$ cat src/rtl/serie_paralelo_verde_pkg.sv
// Shared constants for the green-lane serial link: symbol width, comma value
// and receiver state encodings, common to both ends of the link.
package serie_paralelo_verde_pkg;

  localparam int unsigned VERDE_WIDTH = 8;
  localparam logic [7:0]  VERDE_COMMA = 8'hBC;

  typedef enum logic [1:0] {
    ST_HUNT   = 2'd0,
    ST_SYNC   = 2'd1,
    ST_ACTIVE = 2'd2
  } verde_state_e;

endpackage

$ cat src/rtl/serie_paralelo_verde_serial_shift_reg.sv
// MSB-first shift-in register; nb_o is the symbol completed at the current edge,
// i.e. the stored history with the incoming bit appended.
module serial_shift_reg #(
  parameter int unsigned WIDTH = 8
) (
  input  logic             clk_i,
  input  logic             srst_i,
  input  logic             bit_i,
  output logic [WIDTH-1:0] nb_o
);

  // The oldest bit falls off when nb is formed, so only WIDTH-1 bits of history are kept.
  logic [WIDTH-2:0] sr_q;

  assign nb_o = {sr_q, bit_i};

  always_ff @(posedge clk_i) begin
    if (srst_i) begin
      sr_q <= '0;
    end else begin
      sr_q <= nb_o[WIDTH-2:0];
    end
  end

endmodule

$ cat src/rtl/serie_paralelo_verde.sv
// Green-lane serial-to-parallel receiver: hunts for comma alignment, locks after
// COMMA_COUNT aligned commas, then strobes out every non-comma symbol.
module serie_paralelo_verde
  import serie_paralelo_verde_pkg::*;
#(
  parameter int unsigned     WIDTH       = VERDE_WIDTH,
  parameter logic [WIDTH-1:0] COMMA      = WIDTH'(VERDE_COMMA),
  parameter int unsigned     COMMA_COUNT = 4
) (
  input  logic             clk32_f,
  input  logic             reset,
  input  logic             data_in,
  output logic [WIDTH-1:0] data_out,
  output logic             valid_out,
  output logic             active
);

  localparam int unsigned CW = (WIDTH > 2) ? $clog2(WIDTH) : 1;

  verde_state_e     state_q;
  logic [CW-1:0]    bit_cnt_q;
  logic [CW-1:0]    bit_cnt_d;
  logic [3:0]       bc_cnt_q;
  logic [WIDTH-1:0] data_q;
  logic             valid_q;
  logic             active_q;
  logic [WIDTH-1:0] nb;
  logic             boundary;
  logic             is_comma;

  serial_shift_reg #(.WIDTH(WIDTH)) u_shift (
    .clk_i  (clk32_f),
    .srst_i (reset),
    .bit_i  (data_in),
    .nb_o   (nb)
  );

  assign boundary  = (bit_cnt_q == CW'(WIDTH - 1));
  assign is_comma  = (nb == COMMA);
  assign bit_cnt_d = boundary ? '0 : CW'(bit_cnt_q + 1'b1);

  always_ff @(posedge clk32_f) begin
    if (reset) begin
      state_q   <= ST_HUNT;
      bit_cnt_q <= '0;
      bc_cnt_q  <= '0;
      data_q    <= '0;
      valid_q   <= 1'b0;
      active_q  <= 1'b0;
    end else begin
      valid_q   <= 1'b0;
      bit_cnt_q <= bit_cnt_d;
      unique case (state_q)
        ST_HUNT: begin
          // Any bit position may start a symbol; a match restarts the bit counter.
          if (is_comma) begin
            bit_cnt_q <= '0;
            bc_cnt_q  <= 4'd1;
            if (COMMA_COUNT == 1) begin
              state_q  <= ST_ACTIVE;
              active_q <= 1'b1;
            end else begin
              state_q <= ST_SYNC;
            end
          end
        end
        ST_SYNC: begin
          if (boundary) begin
            if (is_comma) begin
              bc_cnt_q <= bc_cnt_q + 4'd1;
              if ((bc_cnt_q + 4'd1) == 4'(COMMA_COUNT)) begin
                state_q  <= ST_ACTIVE;
                active_q <= 1'b1;
              end
            end else begin
              bc_cnt_q <= '0;
              state_q  <= ST_HUNT;
            end
          end
        end
        ST_ACTIVE: begin
          // Alignment is frozen here; commas are idle fill and never reach data_out.
          if (boundary && !is_comma) begin
            data_q  <= nb;
            valid_q <= 1'b1;
          end
        end
        default: state_q <= ST_HUNT;
      endcase
    end
  end

  assign data_out  = data_q;
  assign valid_out = valid_q;
  assign active    = active_q;

endmodule

$ cat config.mk
export PLATFORM = sky130hd
export DESIGN_NAME = serie_paralelo_verde
export DESIGN_NICKNAME = d
export VERILOG_FILES = /design/src/rtl/serie_paralelo_verde_pkg.sv /design/src/rtl/serie_paralelo_verde_serial_shift_reg.sv /design/src/rtl/serie_paralelo_verde.sv
export SDC_FILE = /design/constraint.sdc
export NUM_CORES = 1
export LEC_CHECK = 0
export BUFFER_PORTS_ARGS = -buffer_cell sky130_fd_sc_hd__buf_2
export CORE_ASPECT_RATIO = 1.25
export CORE_MARGIN = 2
export CORE_UTILIZATION = 35
export DETAILED_ROUTE_END_ITERATION = 8
export HOLD_SLACK_MARGIN = 0.12
export PLACE_DENSITY = 0.51
export SLEW_MARGIN = 20
export SYNTH_ARGS = -nofsm -noshare
export SYNTH_HDL_FRONTEND = slang
export SYNTH_SLANG_ARGS = --single-unit
$ cat constraint.sdc
create_clock -name clk32_f -period 2.1 [get_ports clk32_f]
set_clock_uncertainty 0.05 [all_clocks]
set_input_delay 0.315 -clock clk32_f [delete_from_list [all_inputs] [get_ports clk32_f]]
set_output_delay 0.315 -clock clk32_f [all_outputs]
set_load 0.02 [all_outputs]
# Word-level counts from Yosys, hierarchy flattened
# Index checks and enable logic that the tools add are counted.
# Widths: inputs -> output; s select.
# totals
reg_bits,26
elab_cells,40
in_bits,3
out_inout_bits,10
# op_classes
n_eq_ne,8
bitwise,1
add_sub_neg,2
n_reduce_logical,9
mux,13
# ops
op,count
$mux 4,3
$mux 3,3
$eq 8x8->1 const B,1
$mux 2,4
$pmux 4 s2,1
$reduce_and 4->1,2
$pmux 2 s3,1
$add 4x1->4 const B,1
$eq 4x3->1 const B,1
$ne 2x2->1 const B,2
$add 3x1->3 const B,1
$eq 3x3->1 const B,1
$ne 3x3->1 const B,1
$reduce_and 3->1,1
$eq 2x1->1 const B,1
$eq 2x2->1 const B,1
$logic_not 2->1,1
$reduce_and 2->1,1
$reduce_bool 2->1,1
$reduce_or 2->1,1
$logic_and 1x1->1,1
$logic_not 1->1,1
$mux 1,1
$not 1->1,1

# Longest topological paths before layout
# logic_depth
word_depth,6
depth_mapped,6
ltp_nobuf,6

# Hierarchy
# A second synthesis with hierarchy kept.
# unflattened
hier_cells,109
area_unflattened_um2,1057.3
# modules_own_cells
mod,area_per_inst_um2,cells_per_inst,instances
serie_paralelo_verde,865.8,94,1
serial_shift_reg,191.4,15,1

# Least setup slack after synthesis
# No wires, ideal clock.
# synth_path
path_kind,reg2reg
start,register bit_cnt_q[0]
end,"register data_q[0], in the netlist data_out[0]"
required_ns,1.922
path_buffers,0
path_slack_ns,0.614
path_stages_with_launch,7
t_arrival_ns,1.309
path_cell_list,dfxtp_1 ha_1 ha_1 nand3b_1 a21oi_4 mux2i_1 nor2_1
# synth_between
elab_chain_cells,3
# synth_lines
item,line,text
"start, declared",serie_paralelo_verde.sv:21,logic [CW-1:0] bit_cnt_q;
"start signal, assigned",serie_paralelo_verde.sv:52,bit_cnt_q <= bit_cnt_d;
$eq 3x3->1,serie_paralelo_verde.sv:38,assign boundary = (bit_cnt_q == CW'(WIDTH - 1));
$logic_and 1x1->1,serie_paralelo_verde.sv:83,if (boundary && !is_comma) begin
$reduce_and 2->1 (no source line),-,
"end signal, assigned",serie_paralelo_verde.sv:84,data_q <= nb;
"end, declared",serie_paralelo_verde.sv:24,logic [WIDTH-1:0] data_q;
# Every way passes these cells.
# A chain may end at the register's enable or synchronous reset.

# Worst setup path after layout
# layout_path
start,register bit_cnt_q[0]
end,"register data_q[6], in the netlist data_out[6]"
# Same word-level chain as after synthesis.

==> out/qor.yml <==
die:
  die-area_mm2: 0.003502
  row_count: 22
  io_pins: 13
  die_w_um: 53.34
  start_util_pct: 36.49
  core_mm2: 0.002918
  die_y_um: 65.67
logic_synthesis:
  synthAdderAreaFrac_pct: 4.700
  synth_cell_type_count: 36
  synth_top_area_cell: "dfxtp_1"
  synth_top_cell_area_share_pct: 48.88
  synth_area_per_cell_um2: 10.34
  synth_cells: 103
  synth.area.top_cells: "dfxtp_1 (49%), mux2i_1 (7.5%), nor2b_1 (5.3%)"
  synth_top_family_by_area: "simple AND/OR/NAND/NOR gates"
  synth_compound_area_share_pct: 8.461
  syn_nets: 110
  yosysSeqAreaShare_pct: 48.88
  synth-xor-area-share_pct: 0.8226
  netlist_area_mm2: 0.001065
  synth-seq-cells: 26
  synthMuxAreaShare_pct: 7.521
  synth_warnings: 0
  synth_simple_gate_area_share_pct: 26.79
critical_path:
  critPathLaunch: "bit_cnt_q[0]$_SDFF_PP0_"
  r2r_start: "bit_cnt_q[0]$_SDFF_PP0_"
  crit_chain: "ha_1, ha_1, nand3b_1, a21oi_4, mux2i_1, nor2_1"
  max_stage_delay_ns: 0.36
  arrival_ns: 1.81
  crit_path_frequent_cell: "ha_1"
  critPathLaunchType: "flop"
  critPathSlowestCell: "dfxtp_1"
  path_buf_inv: 0
  cp-end-kind: "flop"
  r2r_slack_ns: 0.44
  crit_required_ns: 2.25
  critical-path-top-delay-family: "adder cells"
  path_class: "flop to flop"
  crit_fanout: 9
cells_and_area:
  final_common_cell: "dfxtp_1"
  nets: 125
  final_layout_size_suffix_gt1_share_pct: 19.83
  layout_common_cells: "dfxtp_1 (26), buf_2 (12), nor2b_1 (9)"
  nFillCells: 319
  n_antenna_cell: 0
  area_growth_pct: 11.63
sta:
  slew_headroom_pct: 70.01
  finalHoldViolCount: 0
  timing.setup.tns_ns: 0
  worst_pin_slew_ns: 0.4499
  finalCritPeriodShare_pct: 78.92
  rsz0062_at_grt: "no"
  max_freq_ghz: 0.6034
  fin_crit_ns: 1.657
  final-max-slew-violation-count: 0
  finalSetupViolations: 0
  setup_ws_ns: 0.4427
drt:
  wl_met3_um: 57
  viasPerCell: 4.974
  wl_per_cell_um: 12.61
  drc: 0
  drt-initial-drc-count: 21
  totalWireLength_um: 1917
  wl_met1_um: 929
  highest_layer: "met4"
  dr.pass1.iters: 4
  dr_wl_met2_um: 914
  vias: 756
  antenna_left: 0
clocking:
  cts_buffers: 3
  ctsHoldBuffers: 0
  cts.sinks: 26
  clk_path_buf_depth: 2
  post-cts-setup-buffers: 0
  clk_latency_ns: 0.31
  clk_pin_slew_ns: 0.13
  h-tree-depth: 1
  cts_tree: "done"
  cts_root_buffer: "clkbuf_4"
  post_cts_resized: 0
grt:
  grt_pass1_vias: 775
  grt_pass1_wl_um: 3477
  grtUsageTotal_pct: 13.13
  overflow: 0
  grt_max_degree: 28
  antenna_found_initial: 0
place:
  dp_hpwl_um: 1368
  dp_worst_setup_slack_ns: 0.4373
  port_buffers: 12
  gp_congestion: 0.7531
worst_hold_path:
  hp-start: "data_in"
  hold_path_class: "primary input to flop"
status:
  status: "finished, final reports clean"
power_and_ir_drop:
  vdd_drop_max_mv: 0.3312
  p_leak_nw: 0.4516
  power_density_mw_per_mm2: 616.1
flow_run:
  maxCapViolations: 0
[final cells by class]
| class | instances | area, um2 | share of cell area, % |
|---|---|---|---|
| clock buffers | 3 | 22.52 | 1.895 |
| inverters | 5 | 18.77 | 1.579 |
| multi-input cells | 69 | 514.2 | 43.26 |
| flip-flops and latches | 26 | 520.5 | 43.79 |
| well taps | 36 | 45.04 | 3.789 |
| repair buffers | 13 | 67.56 | 5.684 |
[worst paths after layout]
path                                end  cells after the start
min reg2reg     bit_cnt_q[0]$_SDFF_PP0_                      1
max            data_out[6]$_SDFFE_PP0P_                      6
max reg2reg    data_out[6]$_SDFFE_PP0P_                      6
min          u_shift.sr_q[0]$_SDFF_PP0_                      2
[through the flow]
stage | cells | area, um2 | hold WS, ns | utilization, % | power (mW)
after floorplan | 103 | 1065 | 0.3572 | - | 0.5317
after global placement | 149 | 1166 | 0.3624 | 39.97 | 0.5379
after detailed placement | 149 | 1166 | 0.3826 | 39.97 | 0.5380
after CTS | 152 | 1189 | 0.1992 | 40.74 | 0.7425
after global routing | 152 | 1189 | 0.2038 | 40.74 | 0.7742
final | 152 | 1189 | 0.2045 | 40.74 | 0.7323
[state kept, by name, summed over array words and instances (netlist names)]
signal / count
u_shift.sr_q: 7
active: 1
bc_cnt_q: 4
state_q: 2
bit_cnt_q: 3
data_out: 8
valid_out: 1
[cell usage after synthesis (all sizes together)]
library cell	instances
and3	1
nor3	1
nand4b	1
nand2	5
or4	2
clkbuf	3
nor4	2
mux2i	8
and4bb	1
nand4bb	1
xnor2	1
o221ai	1
o31a	1
or3	2
o21a	1
or4b	1
nand2b	1
o22ai	1
nand3b	3
a211oi	1
a31oi	1
nand3	1
nor2b	10
o32ai	1
nor3b	2
dfxtp	26
a21oi	5
ha	4
nand4	1
inv	5
and4b	1
nor2	8
[where the power goes]
part	total [mW]	switching, mW	leakage, nW	internal, mW
Sequential	0.506	0.00478	0.211	0.501
Combinational	0.0200	0.0109	0.227	0.00912
Clock	0.206	0.139	0.0138	0.0670
Total	0.732	0.155	0.452	0.577
[cell families (layout without fill, tap and decap cells)]
| logic type | Yosys count | count (layout) |
|---|---|---|
| mux | 8 | 8 |
| simple gates | 44 | 44 |
| xor+xnor | 1 | 1 |
| fa+ha+maj | 4 | 4 |
| buf+inv | 8 | 21 |
| compound gates | 12 | 12 |
| flops | 26 | 26 |
[layer usage]
layer | global-route usage, % | vias up
met5 | 0 | -
met4 | 4.808 | 0
met3 | 2.727 | 2
met2 | 20.68 | 10
met1 | 17.40 | 351
li1 | - | 393
Power figures use the tool's default switching activity.
